--- src/rtl/uart_pkg.sv ---
// Shared UART definitions: data width and the launch FSM state encoding.
package uart_pkg;

  localparam int unsigned DATA_W = 8;

  typedef enum logic [1:0] {
    StIdle  = 2'd0,
    StStart = 2'd1,
    StBusy  = 2'd2,
    StGap   = 2'd3
  } tx_state_e;

endpackage

--- src/rtl/sync_fifo.sv ---
// Single-clock FIFO with registered occupancy, full and empty flags.
module sync_fifo #(
  parameter int unsigned DEPTH  = 16,
  parameter int unsigned DATA_W = uart_pkg::DATA_W,
  localparam int unsigned AddrW = $clog2(DEPTH)
) (
  input  logic              clk_i,
  input  logic              rst_ni,
  input  logic              wr_en_i,
  input  logic [DATA_W-1:0] wr_data_i,
  input  logic              rd_en_i,
  output logic [DATA_W-1:0] rd_data_o,
  output logic [AddrW:0]    count_o,
  output logic              full_o,
  output logic              empty_o
);

  localparam logic [AddrW:0] FullCount = DEPTH[AddrW:0];

  logic [DATA_W-1:0] mem_q [DEPTH];
  logic [AddrW-1:0]  wr_ptr_q, rd_ptr_q;
  logic [AddrW:0]    count_q, count_d;
  logic              full_q, empty_q;
  logic              wr_ok, rd_ok;

  // A full FIFO refuses writes even when a pop happens on the same edge.
  assign wr_ok = wr_en_i && !full_q;
  assign rd_ok = rd_en_i && !empty_q;

  always_comb begin
    count_d = count_q;
    if (wr_ok && !rd_ok) begin
      count_d = count_q + 1'b1;
    end else if (!wr_ok && rd_ok) begin
      count_d = count_q - 1'b1;
    end
  end

  always_ff @(posedge clk_i) begin
    if (wr_ok) begin
      mem_q[wr_ptr_q] <= wr_data_i;
    end
  end

  always_ff @(posedge clk_i or negedge rst_ni) begin
    if (!rst_ni) begin
      wr_ptr_q <= '0;
      rd_ptr_q <= '0;
      count_q  <= '0;
      full_q   <= 1'b0;
      empty_q  <= 1'b1;
    end else begin
      if (wr_ok) wr_ptr_q <= wr_ptr_q + 1'b1;
      if (rd_ok) rd_ptr_q <= rd_ptr_q + 1'b1;
      count_q <= count_d;
      full_q  <= (count_d == FullCount);
      empty_q <= (count_d == '0);
    end
  end

  assign rd_data_o = mem_q[rd_ptr_q];
  assign count_o   = count_q;
  assign full_o    = full_q;
  assign empty_o   = empty_q;

endmodule

--- src/rtl/uart_tx_fifo.sv ---
// Byte queue in front of the UART transmitter: buffers writes and launches one
// frame at a time, waiting for the transmitter's done pulse plus a short gap.
module uart_tx_fifo
  import uart_pkg::*;
#(
  parameter int unsigned DEPTH    = 16,
  parameter int unsigned GAP_CLKS = 1,
  localparam int unsigned ADDR_W  = $clog2(DEPTH)
) (
  input  logic              i_clk_sys,
  input  logic              i_rst_l,
  input  logic              i_wr_en,
  input  logic [DATA_W-1:0] i_wr_data,
  input  logic              i_ovf_clr,
  output logic              o_full,
  output logic              o_empty,
  output logic [ADDR_W:0]   o_count,
  output logic              o_overflow,
  output logic              o_tx_start,
  output logic [DATA_W-1:0] o_tx_byte,
  input  logic              i_tx_active,
  input  logic              i_tx_done
);

  localparam int unsigned GapW = (GAP_CLKS > 1) ? $clog2(GAP_CLKS) : 1;

  tx_state_e         state_q;
  logic [GapW-1:0]   gap_q;
  logic              tx_start_q;
  logic [DATA_W-1:0] tx_byte_q;
  logic              overflow_q;
  logic [DATA_W-1:0] head;
  logic              launch;

  sync_fifo #(
    .DEPTH  (DEPTH),
    .DATA_W (DATA_W)
  ) u_fifo (
    .clk_i     (i_clk_sys),
    .rst_ni    (i_rst_l),
    .wr_en_i   (i_wr_en),
    .wr_data_i (i_wr_data),
    .rd_en_i   (launch),
    .rd_data_o (head),
    .count_o   (o_count),
    .full_o    (o_full),
    .empty_o   (o_empty)
  );

  // The last gap cycle may launch directly so the next start lands
  // GAP_CLKS+1 cycles after the done pulse.
  assign launch = !o_empty && !i_tx_active &&
                  ((state_q == StIdle) || ((state_q == StGap) && (gap_q == '0)));

  always_ff @(posedge i_clk_sys or negedge i_rst_l) begin
    if (!i_rst_l) begin
      state_q    <= StIdle;
      gap_q      <= '0;
      tx_start_q <= 1'b0;
      tx_byte_q  <= '0;
    end else begin
      tx_start_q <= 1'b0;
      if (launch) begin
        tx_byte_q  <= head;
        tx_start_q <= 1'b1;
        state_q    <= StStart;
      end else begin
        unique case (state_q)
          StIdle:  state_q <= StIdle;
          StStart: state_q <= StBusy;
          StBusy: begin
            if (i_tx_done) begin
              gap_q   <= GapW'(GAP_CLKS - 1);
              state_q <= StGap;
            end
          end
          StGap: begin
            if (gap_q == '0) begin
              state_q <= StIdle;
            end else begin
              gap_q <= gap_q - 1'b1;
            end
          end
        endcase
      end
    end
  end

  // Set wins over clear when a drop and a clear coincide.
  always_ff @(posedge i_clk_sys or negedge i_rst_l) begin
    if (!i_rst_l) begin
      overflow_q <= 1'b0;
    end else if (i_wr_en && o_full) begin
      overflow_q <= 1'b1;
    end else if (i_ovf_clr) begin
      overflow_q <= 1'b0;
    end
  end

  assign o_tx_start = tx_start_q;
  assign o_tx_byte  = tx_byte_q;
  assign o_overflow = overflow_q;

endmodule

--- config.mk ---
export PLATFORM = sky130hd
export DESIGN_NAME = uart_tx_fifo
export DESIGN_NICKNAME = d
export VERILOG_FILES = /design/src/rtl/uart_pkg.sv /design/src/rtl/sync_fifo.sv /design/src/rtl/uart_tx_fifo.sv
export SDC_FILE = /design/constraint.sdc
export NUM_CORES = 1
export LEC_CHECK = 0
export BUFFER_PORTS_ARGS = -buffer_cell sky130_fd_sc_hd__clkbuf_2
export CORE_MARGIN = 1.5
export CORE_UTILIZATION = 45
export DETAILED_ROUTE_END_ITERATION = 7
export PLACE_DENSITY = 0.68
export SLEW_MARGIN = 5
export SYNTH_ARGS = -nofsm -noshare
export SYNTH_HDL_FRONTEND = slang
export SYNTH_SLANG_ARGS = --single-unit
--- constraint.sdc ---
create_clock -name i_clk_sys -period 1.8 [get_ports i_clk_sys]
set_clock_uncertainty 0.1 [all_clocks]
set_input_delay 0.45 -clock i_clk_sys [delete_from_list [all_inputs] [get_ports i_clk_sys]]
set_output_delay 0.45 -clock i_clk_sys [all_outputs]
set_load 0.02 [all_outputs]
==> flow_summary.yaml <==
run_status:
  status: "complete, but fails checks"
  violations: "negative setup slack"
timing:
  period_minus_slack_ps: 2060
  fin_crit_sh: 1.14
  max_slew_margin: 0.641
  slew_violations: 0
  max_freq_mhz: 486
  rsz0062_at_grt: "true"
  setup_slack_ps: -256
  setup_violations: 19
  finalHoldViolations: 0
  max_slew.worst_pin.slew_ps: 539
  setup_tns_ps: -2460
  hold-worst-slack_ps: 120
synth:
  yosysUniqueCellTypes: 46
  synth_nets: 374
  synthAdderAreaFrac: 0.0157
  ys_seq_area_frac: 0.709
  synth-xor-area-share: 0.0124
  synth_area_per_cell_um2: 18.1
  synthSimpleGateAreaFrac: 0.0647
  syn_area_um2: 6380
  async_flop_share: 0.174
  synth_edf_count: 128
  synth-compound-area-share: 0.0384
  synth_mux_area_frac: 0.136
  synth.area.top_cells: "edfxtp_1 60%, dfrtp_1 10%, mux4_2 6.4%"
  yosysWarnings: 0
  yosys.area.top_type: "edfxtp_1"
  ys_seq_elements: 155
  synth_cells: 352
  synth_ff_type: "edfxtp_1"
  yosys.area.top_type_share: 0.602
  synth_top_family_by_area: "multiplexers"
die:
  die_width_um: 122
  initial_core_util: 0.460
  core-area_um2: 13900
  dieArea_um2: 14900
  pin_count: 31
  die_height_um: 122
  std_cell_rows: 43
global_route:
  track_usage: 0.195
  grt-ovfl-total: 0
  grt_pass1_vias: 3559
  antenna_found_initial: 0
  grt_max_degree: 25
  grt_pass1_wl_um: 20400
route:
  dr.pass1.iters: 5
  avgRoutedWirePerCell_um: 21.0
  wl_um: 13300
  dr_wl_met3_um: 757
  highest_layer: "met4"
  wl_met1_um: 5640
  drt-vias-per-instance: 5.48
  postRouteAntennaNets: 0
  drc: 0
  wl_met2_um: 6610
  vias: 3464
  drt-initial-drc-count: 324
job:
  max_cap_violations: 0
critical_path:
  cp_top_family: "simple AND/OR/NAND/NOR gates"
  critPathSlowestCell: "or3b_4"
  start_kind: "flop"
  path_class: "flop to flop"
  required_ps: 2030
  slowest_delay_ps: 410
  crit_arrival_ps: 2280
  cp_max_fo: 5
  path_buf_inv: 3
  end_kind: "flop"
  worstPathCellList: "inv_1 -> ha_1 -> or3b_4 -> inv_4 -> buf_4 -> and4_1 -> a211oi_2 -> nor4_1"
clock_tree:
  cts_sinks: 155
  clock_latency_ps: 420
  clockBufferDepth: 2
  h-tree-depth: 4
  clkTransAtPathRegs_ps: 60
  numCtsBuffers: 17
  clockRootBuffer: "clkbuf_16"
  cts_tree: "done"
final_layout:
  layout_commonest_cell: "edfxtp_1"
  nets: 461
  diodes: 0
  design_area_um2: 7920
  fin_util: 0.571
  fillers: 1036
  layout-drive-gt1-share: 0.400
  final_cell_mix: "128 x edfxtp_1, 39 x buf_4, 30 x clkbuf_2, 25 x mux4_2, 24 x dfrtp_1"
  syn2layout_area_growth_pct: 24.2
pwr:
  leakagePower_uw: 0.00290
  power.switching_uw: 4310
  sw_frac_of_total: 0.322
  pwr_density_cell_nw_per_um2: 1690
  seqPwrFrac: 0.366
  comb_power_share: 0.363
  clockPowerShare: 0.271
  irDropWorstVdd_mv: 0.903
  power.total_uw: 13400
  internal_power_uw: 9080
hold_path:
  hp-class: "input pin to flop"
placed_design:
  portBuffers: 30
  dp_hpwl_um: 8770
  gp_congestion: 0.866
  dpl-instance-area_um2: 7090
==> power groups by stage <==
stage,Combinational [uW],Sequential (uW),Clock [uW]
floorplan,2780,5000,0
detailed placement,4290,4930,0
global route,5270,4950,3850
finish,4870,4900,3630
global placement,4190,4910,0
CTS,4750,4880,3680
==> layer usage <==
metal | track usage | up-vias
met5 | 0 | -
met4 | 0.0792 | 0
met3 | 0.0543 | 23
met2 | 0.305 | 108
met1 | 0.259 | 1761
li1 | - | 1572
==> stage by stage <==
step	instances	setup WS, ps
detailed placement	591	-260
CTS	631	-226
finish	632	-256
global placement	591	-144
floorplan	352	-90.4
global route	632	-315
==> cell usage after synthesis, types with 4 or more instances <==
cell type / count
nand4_1: 4
ha_1: 8
nand3_1: 4
clkbuf_1: 7
buf_6: 4
o21ai_1: 4
nor2_1: 6
a22oi_1: 8
mux2_2: 7
edfxtp_1: 128
dfrtp_1: 26
nor2b_1: 6
o21ai_0: 10
inv_1: 7
mux4_1: 9
nand2_1: 15
nor3_1: 4
xnor2_1: 9
and2_1: 17
mux2i_1: 15
mux4_2: 18
==> sequential cells by signal, summed over array words and instances, names as in the netlist <==
name             count
u_fifo.mem_q       128
o_tx_byte            8
u_fifo.count_o       5
u_fifo.rd_ptr_q      4
u_fifo.wr_ptr_q      4
state_q              2
o_overflow           1
o_tx_start           1
u_fifo.empty_o       1
u_fifo.full_o        1
==> logic make-up after synthesis <==
| logic type | count (synthesis) |
|---|---|
| buffers and inverters | 25 |
| muxes | 49 |
| adders and majority gates | 8 |
| DFF | 155 |
| AOI/OAI and AO/OA | 35 |
| and+or+nand+nor | 71 |
| xor gates and xnor gates | 9 |
==> final timing paths <==
path,from,end,slack (ps),cells past startpoint
min in group asynchronous,i_rst_l,state_q[0],440,2
max in group asynchronous,i_rst_l,o_tx_byte[3],610,3
max reg2reg,state_q[0],u_fifo.empty_o,-260,8
min,i_ovf_clr,o_overflow,120,2
max,state_q[0],u_fifo.empty_o,-260,8
min reg2reg,state_q[0],state_q[0],430,2
==> layout make-up <==
cell class                 count  area [um2]  share of cell area
tap                          180         225              0.0284
multi-input combinational    172        1820               0.230
sequential                   155        4520               0.571
timing repair buffer          86         719              0.0908
clock inverter                12         165              0.0208
inverter                       7        28.8             0.00363
clock buffer                  20         437              0.0551
==> what timing repair did <==
action	CTS	global route
buffers inserted	7	3
endpoints found under the hold margin	17	0
endpoints found under the setup margin	16	82
gates cloned	0	0
resized for setup	31	16
hold buffers	1	0
pin swaps	8	7
Power figures use the tool's default switching activity.
